### config.mk
export PLATFORM = sky130hd
export DESIGN_NAME = pipe_mem_arbiter
export DESIGN_NICKNAME = d
export VERILOG_FILES = /design/src/rtl/pipe_mem_arbiter.sv
export SDC_FILE = /design/constraint.sdc
export NUM_CORES = 1
export LEC_CHECK = 0
export ABC_CLOCK_PERIOD_IN_PS = 1590
export CAP_MARGIN = 20
export CORE_AREA = 2 2 126 128
export DETAILED_ROUTE_END_ITERATION = 10
export DIE_AREA = 0 0 128 130
export PLACE_DENSITY_LB_ADDON = 0.1
export SETUP_SLACK_MARGIN = 0.5
export SLEW_MARGIN = 20
export SYNTH_ARGS = -nofsm -noshare
export SYNTH_HDL_FRONTEND = slang
export SYNTH_SLANG_ARGS = --single-unit
export TNS_END_PERCENT = 10
### constraint.sdc
create_clock -name clk -period 1.59 [get_ports clk]
set_input_delay 0.318 -clock clk [delete_from_list [all_inputs] [get_ports clk]]
set_output_delay 0.318 -clock clk [all_outputs]
set_load 0.02 [all_outputs]
### src/rtl/pipe_mem_arbiter.sv
// pipe_mem_arbiter: arbitrates an instruction-fetch port and a data port onto
// one shared single-port memory with a fixed read latency of MEM_LAT cycles.
// Only one transaction is in flight at a time. The sequence is:
// IDLE (sample and grant) -> ISSUE (mem_en strobe) -> WAIT (latency count) ->
// RESP (ack pulse).
//
// Optional feature: define MEM_ARB_RR_EN to alternate grants when both ports
// request at once. When it is not defined, the data port always wins a tie.
module pipe_mem_arbiter #(
  parameter int ADDR_W  = 32,
  parameter int MEM_LAT = 2
) (
  input  logic              clk,
  input  logic              rst,
  // fetch port
  input  logic              if_req,
  input  logic [ADDR_W-1:0] if_addr,
  output logic [31:0]       if_rdata,
  output logic              if_ack,
  // data port
  input  logic              dm_req,
  input  logic              dm_we,
  input  logic [1:0]        dm_bytesel,
  input  logic [ADDR_W-1:0] dm_addr,
  input  logic [31:0]       dm_wdata,
  output logic [31:0]       dm_rdata,
  output logic              dm_ack,
  // shared memory
  output logic              mem_en,
  output logic              mem_we,
  output logic [1:0]        mem_bytesel,
  output logic [ADDR_W-1:0] mem_addr,
  output logic [31:0]       mem_wdata,
  input  logic [31:0]       mem_rdata,
  // pipeline hold controls
  output logic              stall_if,
  output logic              stall_mem
);

  localparam logic [2:0] LAT_INIT = 3'(MEM_LAT);

  typedef enum logic [1:0] {
    IDLE  = 2'd0,
    ISSUE = 2'd1,
    WAIT  = 2'd2,
    RESP  = 2'd3
  } state_t;

  state_t     state;
  state_t     state_next;
  logic [2:0] cnt;
  logic       win_dm;
  logic       any_req;
  logic       grant_dm;
  logic       issue_grant;
  logic       wait_done;

  assign any_req     = if_req | dm_req;
  assign issue_grant = (state == IDLE) && any_req;
  // WAIT ends on the cycle in which the count steps down to zero. A count
  // that is already zero also ends WAIT, so the FSM cannot get stuck there.
  assign wait_done   = (state == WAIT) && (cnt <= 3'd1);

`ifdef MEM_ARB_RR_EN
  // Records which port won the most recent grant: 1 = data, 0 = fetch.
  logic last_grant;

  // On a tie, grant the port that did not win last time.
  assign grant_dm = dm_req & (~if_req | ~last_grant);

  // Update the last-grant record at every grant.
  always_ff @(posedge clk) begin
    if (rst) begin
      last_grant <= 1'b0;
    end else if (issue_grant) begin
      last_grant <= grant_dm;
    end
  end
`else
  // Fixed priority: the data port wins any tie.
  assign grant_dm = dm_req;
`endif

  // Pipeline holds. These are combinational so that the hold drops in the
  // same cycle as the ack.
  assign stall_if  = if_req & ~if_ack;
  assign stall_mem = dm_req & ~dm_ack;

  // State register.
  always_ff @(posedge clk) begin
    if (rst) begin
      state <= IDLE;
    end else begin
      state <= state_next;
    end
  end

  // Next-state logic.
  always_comb begin
    state_next = state;
    case (state)
      IDLE:    if (any_req) state_next = ISSUE;
      ISSUE:   state_next = WAIT;
      WAIT:    if (cnt <= 3'd1) state_next = RESP;
      RESP:    state_next = IDLE;
      default: state_next = IDLE;
    endcase
  end

  // Latency counter: loaded during the issue cycle, counted down in WAIT.
  always_ff @(posedge clk) begin
    if (rst) begin
      cnt <= 3'd0;
    end else if (state == ISSUE) begin
      cnt <= LAT_INIT;
    end else if ((state == WAIT) && (cnt != 3'd0)) begin
      cnt <= cnt - 3'd1;
    end
  end

  // Capture the winner's fields at the grant. The mem_* fields hold their
  // values until the next grant. mem_en is set only for the ISSUE cycle.
  always_ff @(posedge clk) begin
    if (rst) begin
      win_dm      <= 1'b0;
      mem_en      <= 1'b0;
      mem_we      <= 1'b0;
      mem_bytesel <= 2'b00;
      mem_addr    <= '0;
      mem_wdata   <= 32'd0;
    end else begin
      mem_en <= issue_grant;
      if (issue_grant) begin
        win_dm      <= grant_dm;
        mem_we      <= grant_dm & dm_we;
        mem_bytesel <= grant_dm ? dm_bytesel : 2'b00;
        mem_addr    <= grant_dm ? dm_addr : if_addr;
        mem_wdata   <= dm_wdata;
      end
    end
  end

  // Return path. The winner's rdata is captured at the end of WAIT, and its
  // ack is raised for the RESP cycle. A store leaves dm_rdata unchanged.
  always_ff @(posedge clk) begin
    if (rst) begin
      if_rdata <= 32'd0;
      dm_rdata <= 32'd0;
      if_ack   <= 1'b0;
      dm_ack   <= 1'b0;
    end else begin
      if_ack <= wait_done & ~win_dm;
      dm_ack <= wait_done & win_dm;
      if (wait_done) begin
        if (!win_dm) begin
          if_rdata <= mem_rdata;
        end else if (!mem_we) begin
          dm_rdata <= mem_rdata;
        end
      end
    end
  end

endmodule

* Word-level counts from Yosys, hierarchy flattened *
Index checks and enable logic that the tools add are counted.

word-level totals
  input bits = 135
  flip-flop bits (word level) = 140
  logic and storage cells = 47
  output and inout port bits = 136

operators by class
  add/subtract/negate cells = 1
  $lt $le $gt $ge = 1
  reduce and logical (&&, ||, !) cells = 10
  bitwise gates (word level) = 10
  multiplexer cells = 7
  equal/unequal tests = 5

operator list
  cell                                                                              count
  32-bit 2-to-1 mux                                                                 1
  2-bit 2-to-1 mux                                                                  5
  2-bit case mux with 4 select lines                                                1
  1-bit bitwise AND                                                                 5
  2-bit equality test, second input constant                                        2
  2-bit != test, second input constant                                              2
  1-bit NOT                                                                         4
  2-bit AND reduction                                                               2
  3-bit by 1-bit less-or-equal comparator with 1-bit output, second input constant  1
  1-bit logical AND                                                                 3
  3-bit AND reduction                                                               1
  3-bit nonzero test                                                                1
  3-bit by 1-bit subtractor with 3-bit output, second input constant                1
  2-bit by 1-bit equality test with 1-bit output, second input constant             1
  2-bit logical NOT                                                                 1
  2-bit nonzero test                                                                1
  2-bit OR reduction                                                                1
  1-bit bitwise OR                                                                  1

* Longest topological paths before layout *
Gate-level depths: netlist (run 1).

  word-level depth = 4
  gate-level depth with buffers = 9

* Worst setup path after synthesis (run 1) *
Ideal clock, no wire load.

  path type = register to register
  start = register state[0]
  end = register if_rdata[10]
  buffers on the path = 1
  arrival time = 1.404 ns
  slack = 0.053 ns
  stages on the path, launching flop included = 7
  setup time = 0.132 ns
  cells stage by stage = dfxtp_1 > inv_1 > ha_1 > or3b_1 > buf_2 > o21ai_1 > a21oi_1

on the way
  cells in the longest elaborated chain, start to end = 3

ends and longest elaborated chain
  item                                  line  RTL
  start: declaration                    49    state_t state;
  start signal: assignment              94    state <= state_next;
  2-bit equality test                   62    assign wait_done = (state == WAIT) && (cnt <= 3'd1);
  1-bit logical AND                     62
  2-bit AND reduction (no source line)  --
  end signal: assignment                156   if_rdata <= mem_rdata;
  end: declaration                      18    output logic [31:0] if_rdata,

No other way between the ends.
A chain may end at the register's enable or synchronous reset.

* Worst setup path in the final report (run 1) *
  start = register state[0]
  end = register if_rdata[15]

The elaborated chain is that of the path after synthesis.

==> results.py, run 1 <==
metrics = {
    "die": {
        "fp.dieH_um": 130,
        "die-area_um2": 16640,
        "core_region_area_um2": 15420,
        "start_util_pct": 35.80,
        "io_pins": 271,
        "row_count": 46,
        "die_w_um": 128,
    },
    "yosys": {
        "ys_seq_area_share_pct": 50.76,
        "syn_area_um2": 5522,
        "synth_top_flop_cell": "dfxtp_1",
        "syn_area_per_cell_um2": 8.614,
        "async_flop_share_pct": 0,
        "yosysTopAreaCellShare_pct": 50.76,
        "synth-seq-cells": 140,
        "post-synth-top-count-cell": "dfxtp_1",
        "synth_area_leaders": "dfxtp_1 (51%), a21oi_1 (9.1%), mux2i_1 (6.2%)",
        "yosysWarnings": 0,
        "synth_nets": 783,
        "synth.distinct_cells": 33,
        "synth_common_cells": "dfxtp_1 (140), a21oi_1 (100), nand2_1 (71), nand3_1 (67), nor2_1 (36)",
        "syn-instance-count": 641,
        "synth_top_area_cell": "dfxtp_1",
        "synth_edf_count": 0,
    },
    "worst_setup_path": {
        "endpoint_kind": "flip-flop",
        "cpPeakStageDelay_ps": 470,
        "path_buf_inv": 2,
        "start_kind": "flip-flop",
        "crit_arrival_ps": 1780,
        "path_class": "reg2reg",
        "crit_fanout": 8,
        "cp_cell_sequence": "inv_4, ha_4, buf_4, or3b_4, o21ai_2, a21oi_1",
        "cp.required_ps": 1870,
        "cp_slowest_cell": "or3b_4",
        "cp_top_family": "simple AND/OR/NAND/NOR gates",
    },
    "layout": {
        "final_nets": 1057,
        "fin_area_um2": 9628,
        "area_growth_pct": 74.37,
        "diodes": 0,
        "num-fill-cells": 1318,
        "drive_gt1_share_pct": 21.98,
    },
    "routing": {
        "vias_per_cell": 5.157,
        "dr.pass1.iters": 5,
        "route.detailed.drc": 0,
        "wire_per_inst_um": 17.34,
        "wirelength_um": 19430,
        "antenna_left": 0,
        "vias": 5776,
        "drt-initial-drc-count": 386,
    },
    "worst_hold_path": {
        "hold_path.class": "in2reg",
    },
    "sta": {
        "setup_slack_ps": 90.16,
        "fin_worst_skew_ps": 7.944,
        "max-slew-margin-rel_pct": 69.60,
        "setup_viol": 0,
        "hold_viol_final": 0,
        "layout_min_cycle_time_ps": 1500,
        "fin_crit_sh_pct": 94.33,
        "rsz0062_at_grt": "true",
        "maxSlewViolCount": 0,
        "tightest_slew_ps": 455.9,
        "setup_tns_ps": 0,
        "fmax_ghz": 0.6667,
    },
    "placement": {
        "place_congestion": 0.7716,
        "dp_hpwl_um": 12680,
        "pre_cts_ws_ps": -362.2,
        "portBuffers": 270,
        "postPlaceCellArea_um2": 8710,
    },
    "global_routing": {
        "grt_util_all_layers_pct": 22.36,
        "grt_max_degree": 49,
        "grt_pass1_wl_um": 29190,
        "grt_pass1_vias": 5614,
        "antenna_found_initial": 0,
        "overflow": 0,
    },
    "cts": {
        "numCtsBuffers": 17,
        "cts_tree": "yes",
        "cts_root_buffer": "clkbuf_16",
        "cts_hold_repair.buffers": 0,
        "clkTransAtPathRegs_ps": 60,
        "clock_latency_ps": 420,
        "clock_path_buffers": 2,
        "clkSinkCount": 140,
        "h-tree-depth": 4,
    },
    "pwr": {
        "peakVddDrop_mv": 0.8658,
        "total_power_mw": 14.85,
        "power_leakage_nw": 4.021,
        "cellPowerDensity_nw_per_um2": 1542,
    },
    "status": {
        "status": "completed",
    },
    "job": {
        "drv_cap": 0,
    },
}
flip-flops by register name, indices dropped and copies added, names as in the netlist:
signal,count
mem_addr,32
dm_rdata,32
state,2
dm_ack,1
mem_bytesel,2
if_rdata,32
mem_wdata,32
win_dm,1
if_ack,1
mem_en,1
mem_we,1
cnt,3
placed cells by master (no fill, tap or decap), types with 3 or more instances in the layout:
| cell | count |
|---|---|
| nand2_1 | 71 |
| buf_16 | 4 |
| clkbuf_16 | 19 |
| buf_4 | 25 |
| o21ai_0 | 26 |
| o21ai_2 | 5 |
| or3b_4 | 4 |
| nand3_2 | 6 |
| dfxtp_1 | 113 |
| mux2i_1 | 34 |
| dlygate4sd2_1 | 109 |
| dfxtp_2 | 25 |
| inv_1 | 3 |
| a211oi_2 | 30 |
| buf_6 | 31 |
| ha_4 | 4 |
| clkdlybuf4s50_1 | 132 |
| clkinv_2 | 4 |
| nor2_1 | 36 |
| clkinv_4 | 4 |
| buf_12 | 10 |
| a21oi_2 | 7 |
| a21oi_1 | 93 |
| o21ai_1 | 34 |
| nand3_1 | 61 |
what timing repair did:
item | CTS | global route
endpoints found under the setup margin | 276 | 276
pin swaps | 5 | 12
gates cloned | 6 | 2
buffers inserted | 10 | 2
gates resized for setup | 325 | 22
stage by stage:
| step | cells | hold slack, ps | util, % |
|---|---|---|---|
| after global routing | 1120 | 156.4 | 62.42 |
| final | 1120 | 169.5 | 62.42 |
| after floorplan | 641 | 454.0 | - |
| after CTS | 1116 | 159.2 | 61.49 |
| after global placement | 1068 | 438.5 | 56.46 |
| after detailed placement | 1068 | 443.3 | 56.46 |
cell type report:
class                           instances  area, um^2  share of cell area [%]
Sequential cell                       140        2841                   29.51
Inverter                                7       31.28                  0.3249
Clock inverter                         13       117.6                   1.222
Clock buffer                           19       442.9                   4.600
Tap cell                              192       240.2                   2.495
Timing Repair Buffer                  314        3178                   33.01
Multi-Input combinational cell        435        2776                   28.84
path summary, 6_finish.rpt:
kind,from,to,slack (ps),depth (start not counted)
worst max register to register,state[0],if_rdata[15],90,6
worst max-delay path,state[0],if_rdata[15],90,6
worst min-delay path,rst,mem_wdata[26],170,2
worst min register to register,mem_wdata[7],mem_wdata[7],450,2
logic make-up (layout without fill, tap and decap cells):
kind of cell    Yosys count  in the layout  synth area share (%)
compound gates          204            204                 20.42
simple gates            187            189                 15.18
flops                   140            140                 50.76
buf+inv                  68            353                 5.733
mux                      34             34                 6.164
fa+ha+maj                 7              7                 1.586
xor+xnor                  1              1                0.1587
metal layers:
metal	global-route usage [%]	share of wire, %	up-vias
li1	-	-	2805
met1	25.77	39	2677
met2	38.22	49	258
met3	8.159	8.8	36
met4	8.468	2.6	0
met5	0	0	-
power by group:
part / internal, mW / leakage [nW] / switching [mW] / total (mW)
clock: 2.20 / 0.273 / 1.55 / 3.74
combinational: 2.80 / 2.59 / 3.69 / 6.49
sequential: 4.23 / 1.16 / 0.373 / 4.61
Note: power is estimated with default switching activity, not from simulation.
==> inputs of run 2 (changes only) <==
Settings changed: SETUP_SLACK_MARGIN 0.5 to not set.
==> run 2 against run 1 <==
  * Non-clock buffer count shrank 9
  * Highest routed layer unchanged
  * Clock power grew 8.6%
  * Design area shrank 5.1%
  * First-iteration DRC count grew 9.6%
  * Largest power group unchanged
  * Wire length shrank 7.9%
  * Final cell count shrank 0.89%
==> results.py, run 2 (synthesis gave the netlist of run 1 again) <==
metrics = {
    "status": {
        "status": "completed",
    },
    "sta": {
        "fmax_ghz": 0.6323,
        "fin_crit_sh_pct": 99.46,
        "layout_min_cycle_time_ps": 1581,
        "hold_ws_ps": 109.3,
        "setup_slack_ps": 8.580,
        "max-slew-margin-rel_pct": 65.96,
        "maxSlewViolCount": 0,
        "tightest_slew_ps": 510.5,
        "fin_worst_skew_ps": 6.267,
        "setup_viol": 0,
        "hold_viol_final": 0,
        "rsz0062_at_grt": "true",
    },
    "job": {
        "drv_cap": 0,
    },
    "die": {
        "die_w_um": 128,
        "io_pins": 271,
        "die-area_um2": 16640,
        "fp.dieH_um": 130,
        "core_region_area_um2": 15420,
        "row_count": 46,
        "start_util_pct": 35.80,
    },
    "worst_setup_path": {
        "crit_arrival_ps": 1880,
        "crit_fanout": 21,
        "start_kind": "flip-flop",
        "path_class": "reg2reg",
        "cp.required_ps": 1880,
        "endpoint_kind": "flip-flop",
    },
    "routing": {
        "vias_per_cell": 5.030,
        "dr.pass1.iters": 5,
        "vias": 5583,
        "wire_per_inst_um": 16.11,
        "route.detailed.drc": 0,
        "antenna_left": 0,
        "wirelength_um": 17880,
        "drt-initial-drc-count": 423,
    },
    "layout": {
        "utilization_pct": 59.24,
        "fin_area_um2": 9138,
        "drive_gt1_share_pct": 9.706,
        "layout_commonest_cell": "dfxtp_1",
        "num-fill-cells": 1423,
        "area_growth_pct": 65.49,
        "layout_common_cells": "dfxtp_1 (139), dlygate4sd2_1 (134), clkdlybuf4s50_1 (132)",
        "final_nets": 1046,
        "register_area_um2": 2806,
        "stdcell_count": 1110,
        "multi_input_area_um2": 2474,
    },
    "placement": {
        "pre_cts_ws_ps": -315.9,
        "dp_cells": 1071,
        "postPlaceCellArea_um2": 8503,
        "portBuffers": 270,
        "place_congestion": 0.7862,
        "dp_hpwl_um": 12430,
    },
    "cts": {
        "clkTransAtPathRegs_ps": 60,
        "h-tree-depth": 4,
        "clkSinkCount": 140,
        "clock_latency_ps": 420,
        "clock_path_buffers": 2,
        "cts_tree": "yes",
        "numCtsBuffers": 17,
        "cts_hold_repair.buffers": 0,
        "cts_root_buffer": "clkbuf_16",
    },
    "global_routing": {
        "grt_pass1_wl_um": 27120,
        "overflow": 0,
        "antenna_found_initial": 1,
        "grt_pass1_vias": 5439,
        "grt_util_all_layers_pct": 20.63,
        "grt_max_degree": 64,
    },
    "pwr": {
        "power_leakage_nw": 3.951,
        "peakVddDrop_mv": 0.8802,
        "cellPowerDensity_nw_per_um2": 1555,
    },
    "worst_hold_path": {
        "hold_path.class": "in2reg",
    },
}
[run 2: cell types whose count changed in the layout (fill, tap and decap cells not counted), moves of 6 or more]
cell	delta
a211oi_1	+30
a211oi_2	-30
buf_4	-7
buf_6	-26
dfxtp_1	+26
dfxtp_2	-25
dlygate4sd2_1	+25
nand3_1	+6
nand3_2	-6
[run 2: report_power, final]
part	leakage [nW]	internal (mW)	total (mW)	switching [mW]
logic	2.51	2.30	5.61	3.31
registers	1.15	4.20	4.54	0.331
clock network	0.295	2.58	4.06	1.48
[run 2: cell type report]
| class | instances | area share [%] |
|---|---|---|
| well taps | 192 | 2.629 |
| clock inverters | 11 | 1.547 |
| repair buffers | 305 | 32.58 |
| diodes | 1 | 0.02739 |
| flip-flops and latches | 140 | 30.71 |
| multi-input cells | 433 | 27.07 |
| inverters | 7 | 0.2876 |
| clock buffers | 21 | 5.149 |
[run 2: critical path, cell delays in order (launching register included)]
cell and delay, ps:
dfxtp_1 330, inv_2 100, ha_2 190, or3b_4 410
buf_12 170, o21ai_1 160, a21oi_2 90
[run 2: what timing repair did]
item / CTS / global route
cloned: 0 / 3
gates resized for setup: 144 / 28
setup buffers: 0 / 3
setup endpoints to repair: 157 / 82
[run 2: metrics by stage]
step / TNS (ps) / total power [mW]
CTS: 0 / 14.02
global placement: -8594 / 10.22
detailed placement: -11830 / 10.35
floorplan: 0 / 7.767
global route: -256.7 / 15.02
finish: 0 / 14.21
[run 2: routing by layer]
| layer | part of all wire, % | GRT usage, % | vias up |
|---|---|---|---|
| met4 | 2.9 | 9.179 | 0 |
| met3 | 9.8 | 8.323 | 35 |
| li1 | - | - | 2777 |
| met1 | 40 | 23.98 | 2533 |
| met5 | 0 | 0 | - |
| met2 | 47 | 33.72 | 238 |
[run 2: path summary, 6_finish.rpt]
check	startpoint	endpoint	slack, ps	cells past startpoint
setup reg to reg	state[0]	if_rdata[20]	9	6
hold reg to reg	mem_wdata[14]	mem_wdata[14]	450	2
hold / removal	rst	cnt[2]	110	2
setup / recovery	state[0]	if_rdata[20]	9	6
